==> config.mk <==
export PLATFORM = sky130hd
export DESIGN_NAME = div_iter_unit
export DESIGN_NICKNAME = d
export VERILOG_FILES = /design/src/rtl/div_pkg.sv /design/src/rtl/div_restore_step.sv /design/src/rtl/div_iter_unit.sv
export SDC_FILE = /design/constraint.sdc
export NUM_CORES = 1
export LEC_CHECK = 0
export CAP_MARGIN = 5
export CELL_PAD_IN_SITES_DETAIL_PLACEMENT = 0
export CELL_PAD_IN_SITES_GLOBAL_PLACEMENT = 1
export CORE_ASPECT_RATIO = 2
export CORE_MARGIN = 8
export CORE_UTILIZATION = 45
export DETAILED_ROUTE_END_ITERATION = 12
export PLACE_DENSITY_LB_ADDON = 0.1
export SLEW_MARGIN = 5
export SYNTH_ARGS = -nofsm -noshare
export SYNTH_HDL_FRONTEND = slang
export SYNTH_SLANG_ARGS = --single-unit
==> constraint.sdc <==
create_clock -name clk -period 12.56 [get_ports clk]
set_clock_uncertainty 0.05 [all_clocks]
set_input_delay 3.14 -clock clk [delete_from_list [all_inputs] [get_ports clk]]
set_output_delay 3.14 -clock clk [all_outputs]
set_load 0.05 [all_outputs]
==> src/rtl/div_pkg.sv <==
// Shared types and constants for the iterative divider.
package div_pkg;

    typedef enum logic [1:0] {
        DIV_IDLE,
        DIV_BUSY,
        DIV_DONE
    } div_state_t;

    // Number of restoring iterations for the default 32-bit datapath.
    localparam int DIV_ITER = 32;

endpackage

==> src/rtl/div_restore_step.sv <==
// One combinational radix-2 restoring division step.
// The partial remainder is shifted left, taking the next dividend bit from the top of q.
// The divisor is then trial-subtracted in WIDTH+1 bits.
// A clear borrow bit means the subtraction is kept and a 1 is shifted into q.
module div_restore_step #(
    parameter int WIDTH = 32
) (
    input  logic [WIDTH-1:0] r_i,
    input  logic [WIDTH-1:0] q_i,
    input  logic [WIDTH-1:0] divisor_i,
    output logic [WIDTH-1:0] r_o,
    output logic [WIDTH-1:0] q_o
);

    logic [WIDTH:0] rem_shift;
    logic [WIDTH:0] trial;

    // Trial subtraction, then either keep it or restore the shifted remainder.
    always_comb begin
        rem_shift = {r_i, q_i[WIDTH-1]};
        trial     = rem_shift - {1'b0, divisor_i};
        if (trial[WIDTH]) begin
            r_o = rem_shift[WIDTH-1:0];
            q_o = {q_i[WIDTH-2:0], 1'b0};
        end else begin
            r_o = trial[WIDTH-1:0];
            q_o = {q_i[WIDTH-2:0], 1'b1};
        end
    end

endmodule

==> src/rtl/div_iter_unit.sv <==
// Iterative radix-2 restoring divider.
// This block is the responder side of the EX-stage divide handshake.
// A request is captured from IDLE and takes WIDTH single-bit steps in BUSY.
// The sign-corrected quotient and remainder are then presented with a one-cycle div_done pulse.
// Dropping div_begin while BUSY abandons the operation silently.
// Optional macro DIV_EARLY_OUT_EN finishes one edge after capture in two cases:
// a zero divisor, or a dividend smaller than the divisor.
module div_iter_unit
    import div_pkg::*;
#(
    parameter int WIDTH = DIV_ITER,
    parameter int CNT_W = $clog2(WIDTH) + 1
) (
    input  logic             clk,
    input  logic             rst,
    input  logic             div_begin,
    input  logic             div_sign,
    input  logic             div_dividend_sign,
    input  logic [WIDTH-1:0] div_dividend,
    input  logic [WIDTH-1:0] div_divisor,
    output logic [WIDTH-1:0] div_quotient,
    output logic [WIDTH-1:0] div_remainder,
    output logic             div_done
);

    localparam logic [CNT_W-1:0] LAST_STEP = CNT_W'(WIDTH - 1);

    div_state_t       state_q, state_d;
    logic [CNT_W-1:0] cnt_q, cnt_d;
    logic [WIDTH-1:0] r_q, r_d;
    logic [WIDTH-1:0] q_q, q_d;
    logic [WIDTH-1:0] divisor_q, divisor_d;
    logic             sign_q, sign_d;
    logic             dsign_q, dsign_d;
    logic [WIDTH-1:0] quot_q, quot_d;
    logic [WIDTH-1:0] rem_q, rem_d;
    logic             done_q, done_d;

    logic [WIDTH-1:0] step_r;
    logic [WIDTH-1:0] step_q;

`ifdef DIV_EARLY_OUT_EN
    logic             early_q, early_d;
    logic [WIDTH-1:0] early_quot;
`endif

    div_restore_step #(
        .WIDTH(WIDTH)
    ) u_step (
        .r_i      (r_q),
        .q_i      (q_q),
        .divisor_i(divisor_q),
        .r_o      (step_r),
        .q_o      (step_q)
    );

`ifdef DIV_EARLY_OUT_EN
    // Trivial raw quotient: all-ones for a zero divisor, else zero (dividend < divisor).
    // In both cases the raw remainder is the dividend, still held untouched in q_q.
    assign early_quot = (divisor_q == '0) ? {WIDTH{1'b1}} : {WIDTH{1'b0}};
`endif

    // Next-state logic: capture, iterate, sign-fix on the last step, then pulse done.
    always_comb begin
        state_d   = state_q;
        cnt_d     = cnt_q;
        r_d       = r_q;
        q_d       = q_q;
        divisor_d = divisor_q;
        sign_d    = sign_q;
        dsign_d   = dsign_q;
        quot_d    = quot_q;
        rem_d     = rem_q;
        done_d    = 1'b0;
`ifdef DIV_EARLY_OUT_EN
        early_d   = early_q;
`endif
        case (state_q)
            DIV_IDLE: begin
                if (div_begin) begin
                    r_d       = '0;
                    q_d       = div_dividend;
                    divisor_d = div_divisor;
                    sign_d    = div_sign;
                    dsign_d   = div_dividend_sign;
                    cnt_d     = '0;
                    state_d   = DIV_BUSY;
`ifdef DIV_EARLY_OUT_EN
                    early_d   = (div_divisor == '0) || (div_dividend < div_divisor);
`endif
                end
            end
            DIV_BUSY: begin
                if (!div_begin) begin
                    // Pipeline flush: drop the operation, keep the last results.
                    state_d = DIV_IDLE;
                end
`ifdef DIV_EARLY_OUT_EN
                else if (early_q) begin
                    quot_d  = sign_q  ? -early_quot : early_quot;
                    rem_d   = dsign_q ? -q_q : q_q;
                    done_d  = 1'b1;
                    state_d = DIV_DONE;
                end
`endif
                else begin
                    r_d   = step_r;
                    q_d   = step_q;
                    cnt_d = cnt_q + 1'b1;
                    if (cnt_q == LAST_STEP) begin
                        quot_d  = sign_q  ? -step_q : step_q;
                        rem_d   = dsign_q ? -step_r : step_r;
                        done_d  = 1'b1;
                        state_d = DIV_DONE;
                    end
                end
            end
            DIV_DONE: begin
                state_d = DIV_IDLE;
            end
            default: begin
                state_d = DIV_IDLE;
            end
        endcase
    end

    // State and datapath registers; reset clears everything, even mid-operation.
    always_ff @(posedge clk) begin
        if (rst) begin
            state_q   <= DIV_IDLE;
            cnt_q     <= '0;
            r_q       <= '0;
            q_q       <= '0;
            divisor_q <= '0;
            sign_q    <= 1'b0;
            dsign_q   <= 1'b0;
            quot_q    <= '0;
            rem_q     <= '0;
            done_q    <= 1'b0;
`ifdef DIV_EARLY_OUT_EN
            early_q   <= 1'b0;
`endif
        end else begin
            state_q   <= state_d;
            cnt_q     <= cnt_d;
            r_q       <= r_d;
            q_q       <= q_d;
            divisor_q <= divisor_d;
            sign_q    <= sign_d;
            dsign_q   <= dsign_d;
            quot_q    <= quot_d;
            rem_q     <= rem_d;
            done_q    <= done_d;
`ifdef DIV_EARLY_OUT_EN
            early_q   <= early_d;
`endif
        end
    end

    assign div_quotient  = quot_q;
    assign div_remainder = rem_q;
    assign div_done      = done_q;

endmodule
==> out/results.ini <==
[run_status]
outcome = finished, final reports clean

[sta]
period_minus_slack_ns = 5.72
final.setup.tns_ns = 0
worst_pin_slew_ns = 1.12
worst_hold_slack_ns = 0.407
post-route-period-util_pct = 45.5
max_freq_mhz = 175
max_slew_margin_pct = 25.5
rsz0062_at_grt = no
final_max_slew_viol_count = 0
setup_viol = 0
hold_violations = 0

[synth]
synthesis.area_sq_um = 10500
yosys_register_bits = 171
yosysMostFrequentCell = nand2_1
synth_flop_cell = dfxtp_1
synth_area_leaders = dfxtp_1, nand2_1, a21oi_1
synthXorXnorAreaFrac_pct = 6.02
avgSynthCellArea_sq_um = 7.56
synthCells = 1385
synth_cell_types = 77
synth_top_cell_by_area = dfxtp_1
synth-seq-area-share_pct = 32.7
synth_common_cells = nand2_1, dfxtp_1, nor2_1
synthAdderAreaFrac_pct = 4.37
yosys.area_share.simple_pct = 22.4
synth_top_cell_area_share_pct = 32.7
synthMuxAreaShare_pct = 4.01
synth_edf_count = 0
ys.warnings.count = 0
synth-compound-area-share_pct = 25.2
async_flop_share_pct = 0
synth_fp_nets = 1490
synth_top_family_by_area = compound AO/OA/AOI/OAI gates

[critical_path]
arrival_ns = 5.97
path_class = flip-flop to flip-flop
worstPathRequired_ns = 12.81
cp-start-kind = flip-flop
critical_path.max_stage_delay_ns = 0.76
slowest_stage = a32oi_1
crit_fanout = 58
cp_cell_sequence = inv_1 > ha_1 > fa_1 > nand2b_1 > a21o_4 > a21oi_4 > o2111ai_4 > a32oi_1 > nand2_1 > buf_4 > inv_2 > buf_4 > a32oi_1 > or3b_1 > o31ai_1 > xor2_1 > o21ai_0 > nor2b_1
worstSetupEndpointType = flip-flop

[cts]
cts_tree = done
clockRootBuffer = clkbuf_16
cts_setup_buffers = 0
cts_made_buffers = 17
hold_buffers = 0
cts_sinks = 171
clk_pin_slew_ns = 0.07
cts-resized-gates = 0
cts_buffer_depth = 2
h-tree-depth = 4
clkLatencyLatePin_ns = 0.45

[global_route]
grt_max_degree = 88
grt.total_usage_pct = 23.0
grt_antenna_before_repair = 0
grt-ovfl-total = 0
grt_pass1_vias = 9997
grt_pass1_wl_um = 51800

[final_layout]
multi_input_comb_area_sq_um = 6510
finalNetCount = 1560
fillers = 2263
diodes = 0
ff_latch_area_sq_um = 3420
utilization_pct = 54.1
drive_gt1_share_pct = 5.11
area_growth_syn_to_layout_pct = 18.9

[floorplan]
top_level_ports = 134
start_util_pct = 45.5
die_area_sq_um = 28700
rows = 79
core_sq_um = 23000
die_x_um = 124
die_h_um = 232

[pwr]
ir_drop_v = 0.0000895
p_leak_uw = 0.00459
p_per_area_nw_per_um2 = 110

[placement]
dpl.hpwl_um = 24100
gp_congestion = 0.866
portBuffers = 133

[routing]
drt_first_pass_iters = 5
drt-total-wl_um = 32700
drtIter0Drc = 725
drc = 0
drtAntennaViolNets = 0
via_count = 10100
vias_per_cell = 5.77
wire_per_inst_um = 18.7

[run]
cap_violations = 0

[hold_path]
min-delay-path-class = flip-flop to flip-flop

## critical path, delay by kind of cell (launching register included)
family | cells | cell delay, ns
compound gates | 7 | 2.06
xor+xnor | 1 | 0.25
fa+ha+maj | 2 | 0.65
buf+inv | 4 | 0.98
flops | 1 | 0.42
simple gates | 4 | 1.11
## final timing paths
path / start / to / slack (ns) / cells past startpoint
setup / recovery: q_q[31] / div_remainder[30] / 6.84 / 18
hold / removal: divisor_q[31] / divisor_q[31] / 0.41 / 2
setup reg to reg: q_q[31] / div_remainder[30] / 6.84 / 18
hold reg to reg: divisor_q[31] / divisor_q[31] / 0.41 / 2
## report_power, final
part / leakage [uW] / internal, uW / switching [uW] / total (uW)
combinational: 0.00292 / 104 / 159 / 263
clock: 0.000285 / 300 / 236 / 535
sequential: 0.00139 / 557 / 18.3 / 575
## cell type report
type / instances / area share [%]
multi-input cells: 1073 / 52.3
flip-flops and latches: 171 / 27.5
repair buffers: 143 / 11.3
clock buffers: 19 / 3.56
well taps: 283 / 2.84
inverters: 49 / 1.48
clock inverters: 12 / 1.08
## layout by cell type, fill, tap and decap left out, types with 22 or more instances in the layout
cell type / count
xor2_1: 43
o21ai_0: 65
a211oi_1: 71
ha_1: 35
a21oi_1: 124
dfxtp_1: 170
nor2_1: 146
clkdlybuf4s50_1: 132
xnor2_1: 29
mux2i_1: 42
o31ai_1: 22
inv_1: 48
nor3_1: 33
nand2_1: 212
## cells by family after synthesis
logic type / after synthesis
buffers and inverters: 141
xor gates and xnor gates: 72
muxes: 42
DFF: 171
AOI/OAI and AO/OA: 401
and+or+nand+nor: 522
adders and majority gates: 36
## flip-flops by register name, indices dropped and copies added, names as in the netlist
signal	flops
r_q	32
div_quotient	32
q_q	32
sign_q	1
div_remainder	32
divisor_q	32
dsign_q	1
state_q	2
cnt_q	6
div_done	1
## metrics by stage
| stage | power (uW) | cells | area, sq um | worst slack (ns) |
|---|---|---|---|---|
| floorplan | 768 | 1385 | 10500 | 7.58 |
| global placement | 847 | 1719 | 11900 | 6.75 |
| detailed placement | 849 | 1719 | 11900 | 6.73 |
| CTS | 1390 | 1750 | 12500 | 6.97 |
| global route | 1440 | 1750 | 12500 | 6.54 |
| finish | 1370 | 1750 | 12500 | 6.84 |
## metal layers
| metal | track usage (%) | vias to the layer above | wire length, um |
|---|---|---|---|
| met5 | 0 | - | 0 |
| met4 | 14.1 | 0 | 1770 |
| met3 | 4.04 | 81 | 1350 |
| met2 | 39.5 | 240 | 16700 |
| met1 | 25.6 | 4728 | 13000 |
| li1 | - | 5045 | - |
No activity file was read; power rests on OpenSTA's default activity.
